===== src/rtl/alu_exec_if.sv =====
// Operation/result handshake bundle for the ALU execute stage.
// master = upstream/downstream side, slave = the stage itself.
interface alu_exec_if;
  logic        in_valid;
  logic        in_ready;
  logic [4:0]  alu_cont;
  logic [4:0]  flag_en;
  logic [3:0]  cond;
  logic [15:0] dst;
  logic [15:0] src;
  logic        out_valid;
  logic        out_ready;
  logic [15:0] result;
  logic [4:0]  flags;
  logic        busy;

  modport master (
    output in_valid, alu_cont, flag_en, cond, dst, src, out_ready,
    input  in_ready, out_valid, result, flags, busy
  );

  modport slave (
    input  in_valid, alu_cont, flag_en, cond, dst, src, out_ready,
    output in_ready, out_valid, result, flags, busy
  );
endinterface


===== src/rtl/alu_exec_stage.sv =====
// Single-issue ALU execute stage: 1-cycle ops, 16-cycle shift-add multiply, registered result.
// Accepts only when IDLE and the result register is empty or being drained this cycle.
module alu_exec_stage (
  input  logic       clk,
  input  logic       reset,
  alu_exec_if.slave  bus
);
  localparam logic [4:0] OP_ADD = 5'b00000, OP_SUB = 5'b00001, OP_MUL = 5'b00010,
                         OP_AND = 5'b00011, OP_OR = 5'b00100, OP_XOR = 5'b00101,
                         OP_NOT = 5'b00110, OP_SCOND = 5'b00111, OP_MOV = 5'b01000,
                         OP_LUI = 5'b01001, OP_NAND = 5'b01010, OP_LSH = 5'b01011,
                         OP_LSL = 5'b01100, OP_LSR = 5'b01101, OP_ASHU = 5'b01110,
                         OP_ASR = 5'b01111, OP_BCOND = 5'b10000, OP_JCOND = 5'b10001;

  typedef enum logic {S_IDLE, S_MUL} state_t;
  state_t r_state, w_state_nxt;

  logic [3:0]  r_cnt;
  logic [15:0] r_mcand, r_mplier, r_acc, r_result;
  logic [4:0]  r_flags, r_mul_fen;
  logic        r_out_valid;

  logic        w_in_ready, w_accept, w_consume, w_is_mul, w_cond_true, w_flag_wr;
  logic [16:0] w_sum, w_diff;
  logic [15:0] w_res, w_acc_nxt;
  logic [4:0]  w_neg_amt, w_flags_new;
  logic        w_c, w_l, w_f, w_n;

  function automatic logic [15:0] f_shl(input logic [15:0] d, input logic [4:0] m);
    return m[4] ? 16'h0000 : (d << m[3:0]);
  endfunction

  // Magnitudes of 16 and above flush to zero, or to all-sign for arithmetic shifts.
  function automatic logic [15:0] f_shr(input logic [15:0] d, input logic [4:0] m, input logic arith);
    logic [15:0] fill;
    fill = {16{arith & d[15]}};
    if (m[4]) return fill;
    return (d >> m[3:0]) | ((~(16'hFFFF >> m[3:0])) & fill);
  endfunction

  function automatic logic [4:0] f_merge(input logic [4:0] en, input logic [4:0] nw, input logic [4:0] old);
    return (en & nw) | (~en & old);
  endfunction

  assign w_consume  = r_out_valid && bus.out_ready;
  assign w_in_ready = !reset && (r_state == S_IDLE) && (!r_out_valid || bus.out_ready);
  assign w_accept   = bus.in_valid && w_in_ready;
  assign w_is_mul   = (bus.alu_cont == OP_MUL);
  assign w_sum      = {1'b0, bus.dst} + {1'b0, bus.src};
  assign w_diff     = {1'b0, bus.dst} - {1'b0, bus.src};
  assign w_neg_amt  = 5'd0 - bus.src[4:0];
  assign w_acc_nxt  = r_acc + (r_mplier[r_cnt] ? (r_mcand << r_cnt) : 16'h0000);

  // Flag register order is C,L,F,Z,N from bit 4 down to bit 0.
  always_comb begin
    w_cond_true = 1'b0;
    case (bus.cond)
      4'h0: w_cond_true = r_flags[1];
      4'h1: w_cond_true = !r_flags[1];
      4'h2: w_cond_true = r_flags[4];
      4'h3: w_cond_true = !r_flags[4];
      4'h4: w_cond_true = r_flags[3];
      4'h5: w_cond_true = !r_flags[3];
      4'h6: w_cond_true = r_flags[0];
      4'h7: w_cond_true = !r_flags[0];
      4'h8: w_cond_true = r_flags[2];
      4'h9: w_cond_true = !r_flags[2];
      4'hA: w_cond_true = !r_flags[3] && !r_flags[1];
      4'hB: w_cond_true = r_flags[3] || r_flags[1];
      4'hC: w_cond_true = !r_flags[0] && !r_flags[1];
      4'hD: w_cond_true = r_flags[0] || r_flags[1];
      4'hE: w_cond_true = 1'b1;
      default: w_cond_true = 1'b0;
    endcase
  end

  always_comb begin
    w_res     = 16'h0000;
    w_c       = 1'b0;
    w_l       = 1'b0;
    w_f       = 1'b0;
    w_n       = 1'b0;
    w_flag_wr = 1'b1;
    case (bus.alu_cont)
      OP_ADD: begin
        w_res = w_sum[15:0];
        w_c   = w_sum[16];
        w_f   = (bus.dst[15] == bus.src[15]) && (w_sum[15] != bus.dst[15]);
        w_l   = bus.dst < bus.src;
        w_n   = $signed(bus.dst) < $signed(bus.src);
      end
      OP_SUB: begin
        w_res = w_diff[15:0];
        w_c   = w_diff[16];
        w_f   = (bus.dst[15] != bus.src[15]) && (w_diff[15] != bus.dst[15]);
        w_l   = bus.dst < bus.src;
        w_n   = $signed(bus.dst) < $signed(bus.src);
      end
      OP_AND:   w_res = bus.dst & bus.src;
      OP_OR:    w_res = bus.dst | bus.src;
      OP_XOR:   w_res = bus.dst ^ bus.src;
      OP_NOT:   w_res = ~bus.dst;
      OP_NAND:  w_res = ~(bus.dst & bus.src);
      OP_MOV:   w_res = bus.src;
      OP_LUI:   w_res = {bus.dst[7:0], bus.src[7:0]};
      OP_SCOND: w_res = {15'b0, w_cond_true};
      OP_LSL:   w_res = f_shl(bus.dst, bus.src[4:0]);
      OP_LSR:   w_res = f_shr(bus.dst, w_neg_amt, 1'b0);
      OP_ASR:   w_res = f_shr(bus.dst, w_neg_amt, 1'b1);
      OP_LSH:   w_res = bus.src[4] ? f_shr(bus.dst, w_neg_amt, 1'b0) : f_shl(bus.dst, bus.src[4:0]);
      OP_ASHU:  w_res = bus.src[4] ? f_shr(bus.dst, w_neg_amt, 1'b1) : f_shl(bus.dst, bus.src[4:0]);
      OP_BCOND: w_res = w_cond_true ? w_sum[15:0] : bus.dst;
      OP_JCOND: w_res = w_cond_true ? bus.src : bus.dst;
      OP_MUL:   w_res = 16'h0000;
      default:  w_flag_wr = 1'b0;
    endcase
  end

  assign w_flags_new = {w_c, w_l, w_f, (w_res == 16'h0000), w_n};

  always_comb begin
    w_state_nxt = r_state;
    case (r_state)
      S_IDLE: if (w_accept && w_is_mul) w_state_nxt = S_MUL;
      S_MUL:  if (r_cnt == 4'd15) w_state_nxt = S_IDLE;
      default: w_state_nxt = S_IDLE;
    endcase
  end

  always_ff @(posedge clk or posedge reset) begin
    if (reset) r_state <= S_IDLE;
    else       r_state <= w_state_nxt;
  end

  always_ff @(posedge clk or posedge reset) begin
    if (reset) begin
      r_cnt       <= 4'd0;
      r_mcand     <= 16'h0000;
      r_mplier    <= 16'h0000;
      r_acc       <= 16'h0000;
      r_result    <= 16'h0000;
      r_flags     <= 5'b00000;
      r_mul_fen   <= 5'b00000;
      r_out_valid <= 1'b0;
    end else if (w_accept) begin
      if (w_is_mul) begin
        r_mcand     <= bus.dst;
        r_mplier    <= bus.src;
        r_acc       <= 16'h0000;
        r_cnt       <= 4'd0;
        r_mul_fen   <= bus.flag_en;
        r_out_valid <= 1'b0;
      end else begin
        r_result    <= w_res;
        r_out_valid <= 1'b1;
        if (w_flag_wr) r_flags <= f_merge(bus.flag_en, w_flags_new, r_flags);
      end
    end else begin
      if (w_consume) r_out_valid <= 1'b0;
      if (r_state == S_MUL) begin
        r_acc <= w_acc_nxt;
        r_cnt <= r_cnt + 4'd1;
        if (r_cnt == 4'd15) begin
          r_result    <= w_acc_nxt;
          r_out_valid <= 1'b1;
          r_flags     <= f_merge(r_mul_fen, {3'b000, (w_acc_nxt == 16'h0000), 1'b0}, r_flags);
        end
      end
    end
  end

  assign bus.in_ready  = w_in_ready;
  assign bus.out_valid = r_out_valid;
  assign bus.result    = r_result;
  assign bus.flags     = r_flags;
  assign bus.busy      = (r_state == S_MUL);
endmodule


===== src/flat_wrapper.sv =====
// flat-port wrapper written by rule: the top's interface ports become plain ports
module alu_exec_stage_flat 
  (clk, reset, bus_in_valid, bus_alu_cont, bus_flag_en, bus_cond, bus_dst, bus_src, bus_out_ready, bus_in_ready, bus_out_valid, bus_result, bus_flags, bus_busy);
  alu_exec_if bus_i ();
  input  logic clk;
  input  logic reset;
  input wire logic [$bits(bus_i.in_valid)-1:0] bus_in_valid;
  input wire logic [$bits(bus_i.alu_cont)-1:0] bus_alu_cont;
  input wire logic [$bits(bus_i.flag_en)-1:0] bus_flag_en;
  input wire logic [$bits(bus_i.cond)-1:0] bus_cond;
  input wire logic [$bits(bus_i.dst)-1:0] bus_dst;
  input wire logic [$bits(bus_i.src)-1:0] bus_src;
  input wire logic [$bits(bus_i.out_ready)-1:0] bus_out_ready;
  output wire logic [$bits(bus_i.in_ready)-1:0] bus_in_ready;
  output wire logic [$bits(bus_i.out_valid)-1:0] bus_out_valid;
  output wire logic [$bits(bus_i.result)-1:0] bus_result;
  output wire logic [$bits(bus_i.flags)-1:0] bus_flags;
  output wire logic [$bits(bus_i.busy)-1:0] bus_busy;
  assign bus_i.in_valid = bus_in_valid;
  assign bus_i.alu_cont = bus_alu_cont;
  assign bus_i.flag_en = bus_flag_en;
  assign bus_i.cond = bus_cond;
  assign bus_i.dst = bus_dst;
  assign bus_i.src = bus_src;
  assign bus_i.out_ready = bus_out_ready;
  assign bus_in_ready = bus_i.in_ready;
  assign bus_out_valid = bus_i.out_valid;
  assign bus_result = bus_i.result;
  assign bus_flags = bus_i.flags;
  assign bus_busy = bus_i.busy;
  alu_exec_stage u_core (.clk(clk), .reset(reset), .bus(bus_i));
endmodule

===== config.mk =====
export PLATFORM = sky130hd
export DESIGN_NAME = alu_exec_stage_flat
export DESIGN_NICKNAME = d
export VERILOG_FILES = /design/src/rtl/alu_exec_if.sv /design/src/rtl/alu_exec_stage.sv /design/src/flat_wrapper.sv
export SDC_FILE = /design/constraint.sdc
export NUM_CORES = 1
export LEC_CHECK = 0
export BUFFER_PORTS_ARGS = -buffer_cell sky130_fd_sc_hd__buf_2
export CAP_MARGIN = 40
export CELL_PAD_IN_SITES_DETAIL_PLACEMENT = 1
export CELL_PAD_IN_SITES_GLOBAL_PLACEMENT = 2
export CORE_MARGIN = 8
export CORE_UTILIZATION = 35
export CTS_CLUSTER_SIZE = 28
export DETAILED_ROUTE_END_ITERATION = 7
export HOLD_SLACK_MARGIN = 0.06
export PLACE_DENSITY = 0.86
export SLEW_MARGIN = 20
export SYNTH_ARGS = -nofsm -noshare
export SYNTH_HDL_FRONTEND = slang
export SYNTH_SLANG_ARGS = --single-unit

===== constraint.sdc =====
create_clock -name clk -period 6.25 [get_ports clk]
set_input_delay 0.3125 -clock clk [delete_from_list [all_inputs] [get_ports clk]]
set_output_delay 0.3125 -clock clk [all_outputs]
set_load 0.1 [all_outputs]

==> flow_summary.toml, run 1 <==
[global_routing]
grt_usage_pct = 25.8
grt.overflow.total = 0
grt_pass1_vias = 11400
antenna_found_initial = 1
grt_max_degree = 58
grt_pass1_wl_mm = 71.7

[cells_and_area]
drive_gt1_share_pct = 13.3
final_nets = 1485
area_growth_pct = 8.27

[critical_path]
reg2reg_from = "u_core.r_cnt[0]"
path_max_fanout = 21
cp-start-kind = "register"
r2r_slack_ns = 1.41
cp-end-kind = "register"
worstPathRequired_ns = 6.54
arrival_ns = 5.13
worst_r2r_path_depth = 14
critPathKind = "register to register"

[yosys]
ys_types = 92
yosysMostFrequentCell = "nand2_1"
netlist_top_cells_area = "dfrtp_1 (19%), ha_1 (8.4%), mux2i_1 (6.4%)"
syn_area_per_cell_um2 = 7.67
syn_nets = 1487
synthArstFlopShare_pct = 100
synth_edf_count = 0
synth_top_cell_area_share_pct = 19.1
syn_area_um2 = 10500
seq_area_frac_synth_pct = 19.1
synth_seq_cells = 80
yosys.area.top_type = "dfrtp_1"
synthTopCellsByCount = "nand2_1 (178), o21ai_0 (114), nor2_1 (106), dfrtp_1 (80), a21oi_1 (74)"
syn_inst = 1364
synth_flop_cell = "dfrtp_1"
synth_warnings = 0

[floorplan]
coreArea_um2 = 29600
dieWidth_um = 189
io_pins = 74
die_y_um = 189
num_rows = 63
dieArea_um2 = 35700
start_util_pct = 35.4

[sta]
relSlewSlack_pct = 36.3
setup_viol = 0
rsz0062_at_grt = "false"
fin_crit_ns = 4.84
post-route-period-util_pct = 77.5
worstMarginPinSlew_ns = 0.931
timing.final.ws_setup_ns = 1.41
final_hold_viol_count = 0
clock.fmax_ghz = 0.207
fin_skew_ns = 0.0106
drv_slew = 0
fin_tns_setup_ns = 0

[route]
wl_per_cell_um = 26.8
ant_nets = 0
drt_iter0_markers = 1134
drt_wl_total_mm = 47.1
num_vias = 11100
firstDrtPassIters = 5
drc_errors = 0
vias_per_cell = 6.33

[min_path]
whs_path_depth = 3
hold_path_startpoint = "bus_flag_en[3]"
worstHoldEndpoint = "u_core.r_mul_fen[3]"
holdCritPathClass = "primary input to register"

[pwr]
p_leak_nw = 4.84
vdd_ir_drop_max_v = 0.000166
powerDensity_nw_per_um2 = 285

[clock_network]
post_cts_resized = 0
clock-sinks = 80
htree_num_levels = 3
cts_tree = "done"
clock_latency_ns = 0.36
clk_pin_slew_ns = 0.07
cts_made_buffers = 9
cts_hold_repair.buffers = 1
root_buffer = "clkbuf_16"
clk_path_buf_depth = 2
post-cts-setup-buffer-count = 0

[placed_design]
pre_cts_slack_ns = 1.57
gp_congestion = 1.01
numPortBuffers = 73
dp.final_hpwl_mm = 36.1

[run]
cap_viol_max_count = 0

[run_status]
status = "complete, no violations"
==> cell families after synthesis <==
family / after synthesis / share of synthesized area [%]
and+or+nand+nor: 473 / 21.5
AOI/OAI and AO/OA: 418 / 26.6
buffers and inverters: 176 / 7.09
muxes: 115 / 14.3
DFF: 80 / 19.1
adders and majority gates: 73 / 8.94
xor gates and xnor gates: 29 / 2.43
==> worst max-delay path, cell delays in order (launching register included) <==
cell and delay, ns:
dfrtp_1 0.87, mux4_2 0.63, mux2i_1 0.16, or2_1 0.21, a21boi_2 0.36, a211oi_1 0.09, ha_1 0.41, nand2_1 0.11
o41ai_1 0.70, o22a_1 0.29, xor2_1 0.13, or3_1 0.32, nor4_1 0.21, a41oi_1 0.17, nand2_1 0.13
==> flip-flops by register name, indices dropped and copies added, names as in the netlist, named ones only <==
name,flops
u_core.r_cnt,4
u_core.bus.result,16
u_core.r_mplier,16
u_core.r_acc,16
u_core.bus.out_valid,1
u_core.r_mcand,16
u_core.r_mul_fen,5
u_core.bus.busy,1
==> cell usage in the layout, fill, tap and decap left out, types with 18 or more instances in the layout <==
master,count
nand2_1,178
o21ai_0,114
nor2_1,106
dfrtp_1,80
buf_2,75
a21oi_1,74
ha_1,70
mux2i_1,67
inv_1,62
a211oi_1,28
nor3_1,27
mux4_2,24
nand2b_1,22
nand3_1,22
xnor2_1,21
or3_1,20
mux2_2,19
buf_4,19
nor2b_1,18
o22ai_1,18
==> report_power, final <==
part / switching (W) / leakage, nW / internal, W
logic: 0.00132 / 3.64 / 0.000580
clock network: 0.000249 / 0.140 / 0.000286
registers: 0.000145 / 1.06 / 0.000656
==> through the flow <==
step / utilization (%) / hold WS [ns] / power (W) / instances / cell area (um2)
after detailed placement: 37.3 / 0.433 / 0.00268 / 1737 / 11000
after global placement: 37.1 / 0.424 / 0.00261 / 1735 / 11000
final: 38.3 / 0.193 / 0.00324 / 1758 / 11300
after CTS: 38.3 / 0.183 / 0.00323 / 1754 / 11300
after floorplan: - / 0.418 / 0.00218 / 1364 / 10500
after global routing: 38.3 / 0.209 / 0.00341 / 1757 / 11300
==> layer usage <==
layer	share of wire, %	track usage, %	up-vias	routed length, um
met5	0.021	0	-	10
met4	4.4	11.4	2	2080
met3	6.4	2.70	109	3000
met2	47	42.9	492	22000
met1	43	33.3	5524	20100
li1	-	-	5006	-
==> area by class of cell <==
class	instances	area [um2]
repair buffers	97	561
inverters	66	249
clock inverters	6	51.3
clock buffers	10	239
well taps	390	488
flip-flops and latches	80	2000
diodes	1	2.50
multi-input cells	1108	7740
fillers	3693	18200
==> worst max path at each step <==
stage,startpoint,to,slack [ns],depth (start not counted)
after detailed placement,u_core.r_cnt[0],register,1.57,15
final,u_core.r_cnt[0],register,1.41,14
after CTS,u_core.r_cnt[0],register,1.55,15
after global placement,u_core.r_cnt[0],register,1.67,14
after global routing,u_core.r_cnt[0],register,1.19,14
after floorplan,u_core.bus.busy,u_core.r_mplier[10],1.19,9
Power figures use the tool's default switching activity.
==> run 2, diff against run 1 <==
- ABC_AREA: default -> 1
- CORE_UTILIZATION: 35 -> 33
- PLACE_DENSITY: 0.86 -> 0.91
- clock period: 6.25 -> 4.8 ns (I/O delays scaled with it)
==> flow_summary.toml, run 2 <==
[floorplan]
io_pins = 74
dieArea_um2 = 38700
die_y_um = 197
start_util_pct = 33.3
dieWidth_um = 197
num_rows = 66
coreArea_um2 = 32400

[sta]
fin_tns_setup_ns = 0
fin_crit_ns = 4.10
hold_ws_ns = 0.192
clock.fmax_ghz = 0.244
final_hold_viol_count = 0
relSlewSlack_pct = 36.5
drv_slew = 0
rsz0062_at_grt = "false"
fin_skew_ns = 0.00962
worstMarginPinSlew_ns = 0.950
setup_viol = 0
post-route-period-util_pct = 85.4

[cells_and_area]
antenna_cells = 0
num-fill-cells = 4499
final_nets = 2069
utilization_pct = 36.7
final_cell_mix = "nand2_1 (608), nand3_1 (218), nor2_1 (215), inv_1 (187), o21ai_0 (174)"
drive_gt1_share_pct = 8.25
area_growth_pct = 10.2
layout_commonest_cell = "nand2_1"

[clock_network]
clk_path_buf_depth = 2
cts_tree = "done"
post-cts-setup-buffer-count = 0
root_buffer = "clkbuf_16"
htree_num_levels = 3
clock_latency_ns = 0.35
clk_pin_slew_ns = 0.07
clock-sinks = 80
cts_made_buffers = 9

[min_path]
whs_path_depth = 3
holdCritPathClass = "primary input to register"
worstHoldEndpoint = "u_core.r_mul_fen[1]"
hold_path_startpoint = "bus_flag_en[1]"

[critical_path]
worstPathRequired_ns = 5.09
reg2reg_from = "u_core.r_cnt[1]"
arrival_ns = 4.38
cp-start-kind = "register"
crit_top_cell = "nand2_1"
path_max_fanout = 25
r2r_slack_ns = 0.70
critPathKind = "register to register"
cpMaxStageDelayCell = "dfrtp_1"
path_cells = "inv_1, buf_4, o21ai_0, o22ai_1, o21ai_2, nor2_1, ha_1, nand2_1, or2_2, nand3_1, a21boi_0, o21ai_0, nand2_1, nand3_1, inv_1, nand2_1, nand2_1, nor2_1, nand3b_1, nand2_1, nand2_1, nand2_1"
slowest_delay_ns = 0.79
worst_r2r_path_depth = 22
cp-end-kind = "register"

[yosys]
synth_top_family_by_area = "simple AND/OR/NAND/NOR gates"
netlist_top_cells_area = "nand2_1 (21%), dfrtp_1 (19%), nand3_1 (10%)"
ys_types = 52
syn_nets = 2035
syn_area_per_cell_um2 = 5.63
yosys.area_share.simple_pct = 44.9
synth_compound_area_share_pct = 16.0
seq_area_frac_synth_pct = 18.6
synth_top_cell_area_share_pct = 21.2
synth_seq_cells = 80
synthTopCellsByCount = "nand2_1 (609), nand3_1 (218), nor2_1 (215), inv_1 (188), o21ai_0 (174)"
yosys.area.top_type = "nand2_1"
synth_fa_ha_area_share_pct = 8.69
synthArstFlopShare_pct = 100
synthXorXnorAreaFrac_pct = 1.30
syn_area_um2 = 10800
synth_warnings = 0
synth_flop_cell = "dfrtp_1"
synth_mux_area_share_pct = 0.186
synth_edf_count = 0
yosysMostFrequentCell = "nand2_1"
syn_inst = 1912

[route]
drc_errors = 0
wl_per_cell_um = 22.4
ant_nets = 0
num_vias = 13500
drt_wl_total_mm = 53.5
vias_per_cell = 5.64
firstDrtPassIters = 5
drt_iter0_markers = 1188

[placed_design]
dp.final_hpwl_mm = 43.2
numPortBuffers = 73
gp_congestion = 0.985

[global_routing]
antenna_found_initial = 2
grt_max_degree = 76
grt_pass1_wl_mm = 81.2
grt_usage_pct = 27.1
grt.overflow.total = 0
grt_pass1_vias = 13600

[pwr]
vdd_ir_drop_max_v = 0.000405
p_leak_nw = 6.15
powerDensity_nw_per_um2 = 423

[run_status]
status = "complete, no violations"

[run]
cap_viol_max_count = 0
run 2: cell types whose count changed in the layout (fill, tap and decap cells not counted), sizes merged, moves of 18 or more:
cell,previous run,this run
nand2,179,613
nand3,22,219
inv,66,201
nor2,106,224
mux2i,67,2
o21ai,128,183
a211oi,28,2
mux4,25,0
mux2,23,0
nand4,13,36
nand2b,22,0
or3,20,0
nor2b,18,0
run 2: worst max-delay path, delay by kind of cell (launching register included):
| family | cells | cell delay, ns |
|---|---|---|
| AND/OR/NAND/NOR | 13 | 1.36 |
| AO/OA/AOI/OAI | 5 | 1.06 |
| buffers and inverters | 3 | 0.40 |
| adder cells (fa/ha/maj) | 1 | 0.39 |
| flip-flops | 1 | 0.79 |
run 2: report_power, final:
group | switching [W] | leakage (nW) | internal [W]
combinational | 0.00240 | 4.97 | 0.000828
clock | 0.000306 | 0.148 | 0.000435
sequential | 0.000184 | 1.03 | 0.000863
total | 0.00289 | 6.15 | 0.00213
run 2: logic make-up (layout without fill, tap and decap cells):
family / Yosys count / after routing
xor gates and xnor gates: 16 / 16
muxes: 2 / 2
DFF: 80 / 80
AOI/OAI and AO/OA: 317 / 317
adders and majority gates: 73 / 73
and+or+nand+nor: 1145 / 1145
buffers and inverters: 279 / 318
run 2: what timing repair did:
item / CTS / global route
setup endpoints to repair: 0 / 0
gates resized for setup: 0 / 0
endpoints found under the hold margin: 25 / 0
hold buffers: 1 / 0
run 2: through the flow:
stage / total power [W] / std cells / area, um2 / setup WS [ns]
after CTS: 0.00499 / 2393 / 11900 / 0.748
after detailed placement: 0.00424 / 2376 / 11500 / 0.794
final: 0.00502 / 2393 / 11900 / 0.703
after floorplan: 0.00336 / 1912 / 10800 / 1.16
after global routing: 0.00536 / 2393 / 11900 / 0.258
after global placement: 0.00416 / 2375 / 11500 / 0.966
run 2: routing by layer:
metal | vias to the layer above | routed length [um] | track usage [%]
met1 | 6543 | 23500 | 35.7
met5 | - | 13 | 0
met3 | 129 | 3240 | 3.21
met2 | 494 | 24000 | 44.0
met4 | 2 | 2740 | 12.5
li1 | 6323 | - | -
run 2: worst max path at each step:
stage                     from        to  slack, ns
4_1_cts        u_core.r_cnt[1]  register       0.75
3_3_place_gp   u_core.r_cnt[1]  register       0.97
2_1_floorplan            reset  register       1.16
5_1_grt        u_core.r_cnt[1]  register       0.26
6_report       u_core.r_cnt[1]  register       0.70
3_5_place_dp   u_core.r_cnt[1]  register       0.79
run 2: cell type report:
cell class                      count  area [um2]  share of cell area, %
Timing Repair Buffer               98         576                   4.85
Multi-Input combinational cell   1553        7660                   64.5
Clock buffer                       11         253                   2.13
Sequential cell                    80        2000                   16.9
Clock inverter                      5        62.6                  0.527
Inverter                          204         767                   6.46
Tap cell                          442         553                   4.66
==> run 3, diff against run 2 <==
- CTS_BUF_LIST: default -> sky130_fd_sc_hd__clkbuf_8
- CTS_CLUSTER_SIZE: 28 -> default
==> flow_summary.toml, run 3 (synthesis results as in run 2) <==
[placed_design]
numPortBuffers = 73
gp_congestion = 0.985
pre_cts_slack_ns = 0.794
dp.final_hpwl_mm = 43.2

[clock_network]
htree_num_levels = 3
post-cts-setup-buffer-count = 0
cts_tree = "done"
clock-sinks = 80
clk_pin_slew_ns = 0.09
root_buffer = "clkbuf_8"
cts_hold_repair.buffers = 1
cts_made_buffers = 9
clk_path_buf_depth = 2
post_cts_resized = 0
clock_latency_ns = 0.37

[route]
ant_nets = 0
vias_per_cell = 5.62
drc_errors = 0
drt_wl_total_mm = 53.3
num_vias = 13400
firstDrtPassIters = 5
drt_iter0_markers = 1166
wl_per_cell_um = 22.3

[critical_path]
critPathKind = "register to register"
path_max_fanout = 25
cp-start-kind = "register"
arrival_ns = 4.44
worstPathRequired_ns = 5.10
cp-end-kind = "register"

[sta]
relSlewSlack_pct = 38.6
rsz0062_at_grt = "false"
timing.final.ws_setup_ns = 0.668
fin_skew_ns = 0.0138
clock.fmax_ghz = 0.242
post-route-period-util_pct = 86.1
fin_tns_setup_ns = 0
setup_viol = 0
fin_crit_ns = 4.13
final_hold_viol_count = 0
worstMarginPinSlew_ns = 0.917
drv_slew = 0

[floorplan]
num_rows = 66
dieArea_um2 = 38700
start_util_pct = 33.3
io_pins = 74
die_y_um = 197
dieWidth_um = 197
coreArea_um2 = 32400

[pwr]
powerDensity_nw_per_um2 = 409
vdd_ir_drop_max_v = 0.000407
p_leak_nw = 6.10

[cells_and_area]
layout_commonest_cell = "nand2_1"
final_nets = 2069
final_cell_mix = "nand2_1 (608), nand3_1 (218), nor2_1 (215), inv_1 (187), o21ai_0 (174)"
num-fill-cells = 4513
drive_gt1_share_pct = 8.25
area_growth_pct = 9.27
utilization_pct = 36.4
antenna_cells = 0

[global_routing]
grt_usage_pct = 27.0
grt_util_met1_pct = 35.6
grt_max_degree = 76
grt.overflow.total = 0
grt_util_met2_pct = 43.9
grt_util_met3_pct = 3.21
busiest_layer = "met2"
grt_pass1_wl_mm = 81.0
grt_pass1_vias = 13600
antenna_found_initial = 2

[run]
cap_viol_max_count = 0

[min_path]
holdCritPathClass = "primary input to register"

[run_status]
status = "complete, no violations"
## run 3: routing by layer
| metal | vias to the layer above | share of wire [%] |
|---|---|---|
| met1 | 6497 | 44 |
| met5 | - | 0.024 |
| met4 | 2 | 4.9 |
| met2 | 508 | 45 |
| li1 | 6317 | - |
| met3 | 123 | 6.0 |
## run 3: through the flow
step	hold WS (ns)	power, W	cell area, um2	std cells
after floorplan	0.350	0.00336	10800	1912
after global placement	0.467	0.00416	11500	2375
after detailed placement	0.358	0.00424	11500	2376
after CTS	0.171	0.00480	11800	2393
after global routing	0.187	0.00516	11800	2393
final	0.177	0.00481	11800	2393
## run 3: worst paths after layout
path                       slack [ns]             endpoint               start  depth (start not counted)
max                              0.67             register     u_core.r_cnt[1]                         22
min                              0.18  u_core.r_mul_fen[1]      bus_flag_en[1]                          3
max reg2reg                      0.67             register     u_core.r_cnt[1]                         22
min reg2reg                      0.50   u_core.r_mplier[6]  u_core.r_mplier[6]                          2
max in group asynchronous        3.69    u_core.r_mcand[1]               reset                          5
min in group asynchronous        0.50      u_core.r_cnt[3]               reset                          4
## run 3: layout make-up
type / count / area (um2) / share of cell area, %
clock inverters: 5 / 62.6 / 0.531
inverters: 204 / 767 / 6.52
well taps: 442 / 553 / 4.70
repair buffers: 98 / 576 / 4.89
flip-flops and latches: 80 / 2000 / 17.0
multi-input cells: 1553 / 7660 / 65.1
clock buffers: 11 / 151 / 1.29
## run 3: report_power, final
| group | total (W) | internal (W) | switching (W) | leakage (nW) |
|---|---|---|---|---|
| registers | 0.00104 | 0.000861 | 0.000184 | 1.03 |
| logic | 0.00322 | 0.000828 | 0.00239 | 4.97 |
| clock network | 0.000551 | 0.000272 | 0.000280 | 0.102 |
## run 3: worst max-delay path, cell delays in order (launching register included)
cell and delay [ns]:
dfrtp_1 0.79, inv_1 0.12, buf_4 0.22, o21ai_0 0.09
o22ai_1 0.13, o21ai_2 0.23, nor2_1 0.07, ha_1 0.39
nand2_1 0.10, or2_2 0.31, nand3_1 0.12, a21boi_0 0.16
o21ai_0 0.46, nand2_1 0.10, nand3_1 0.12, inv_1 0.06
nand2_1 0.06, nand2_1 0.08, nor2_1 0.15, nand3b_1 0.10
nand2_1 0.08, nand2_1 0.05, nand2_1 0.05
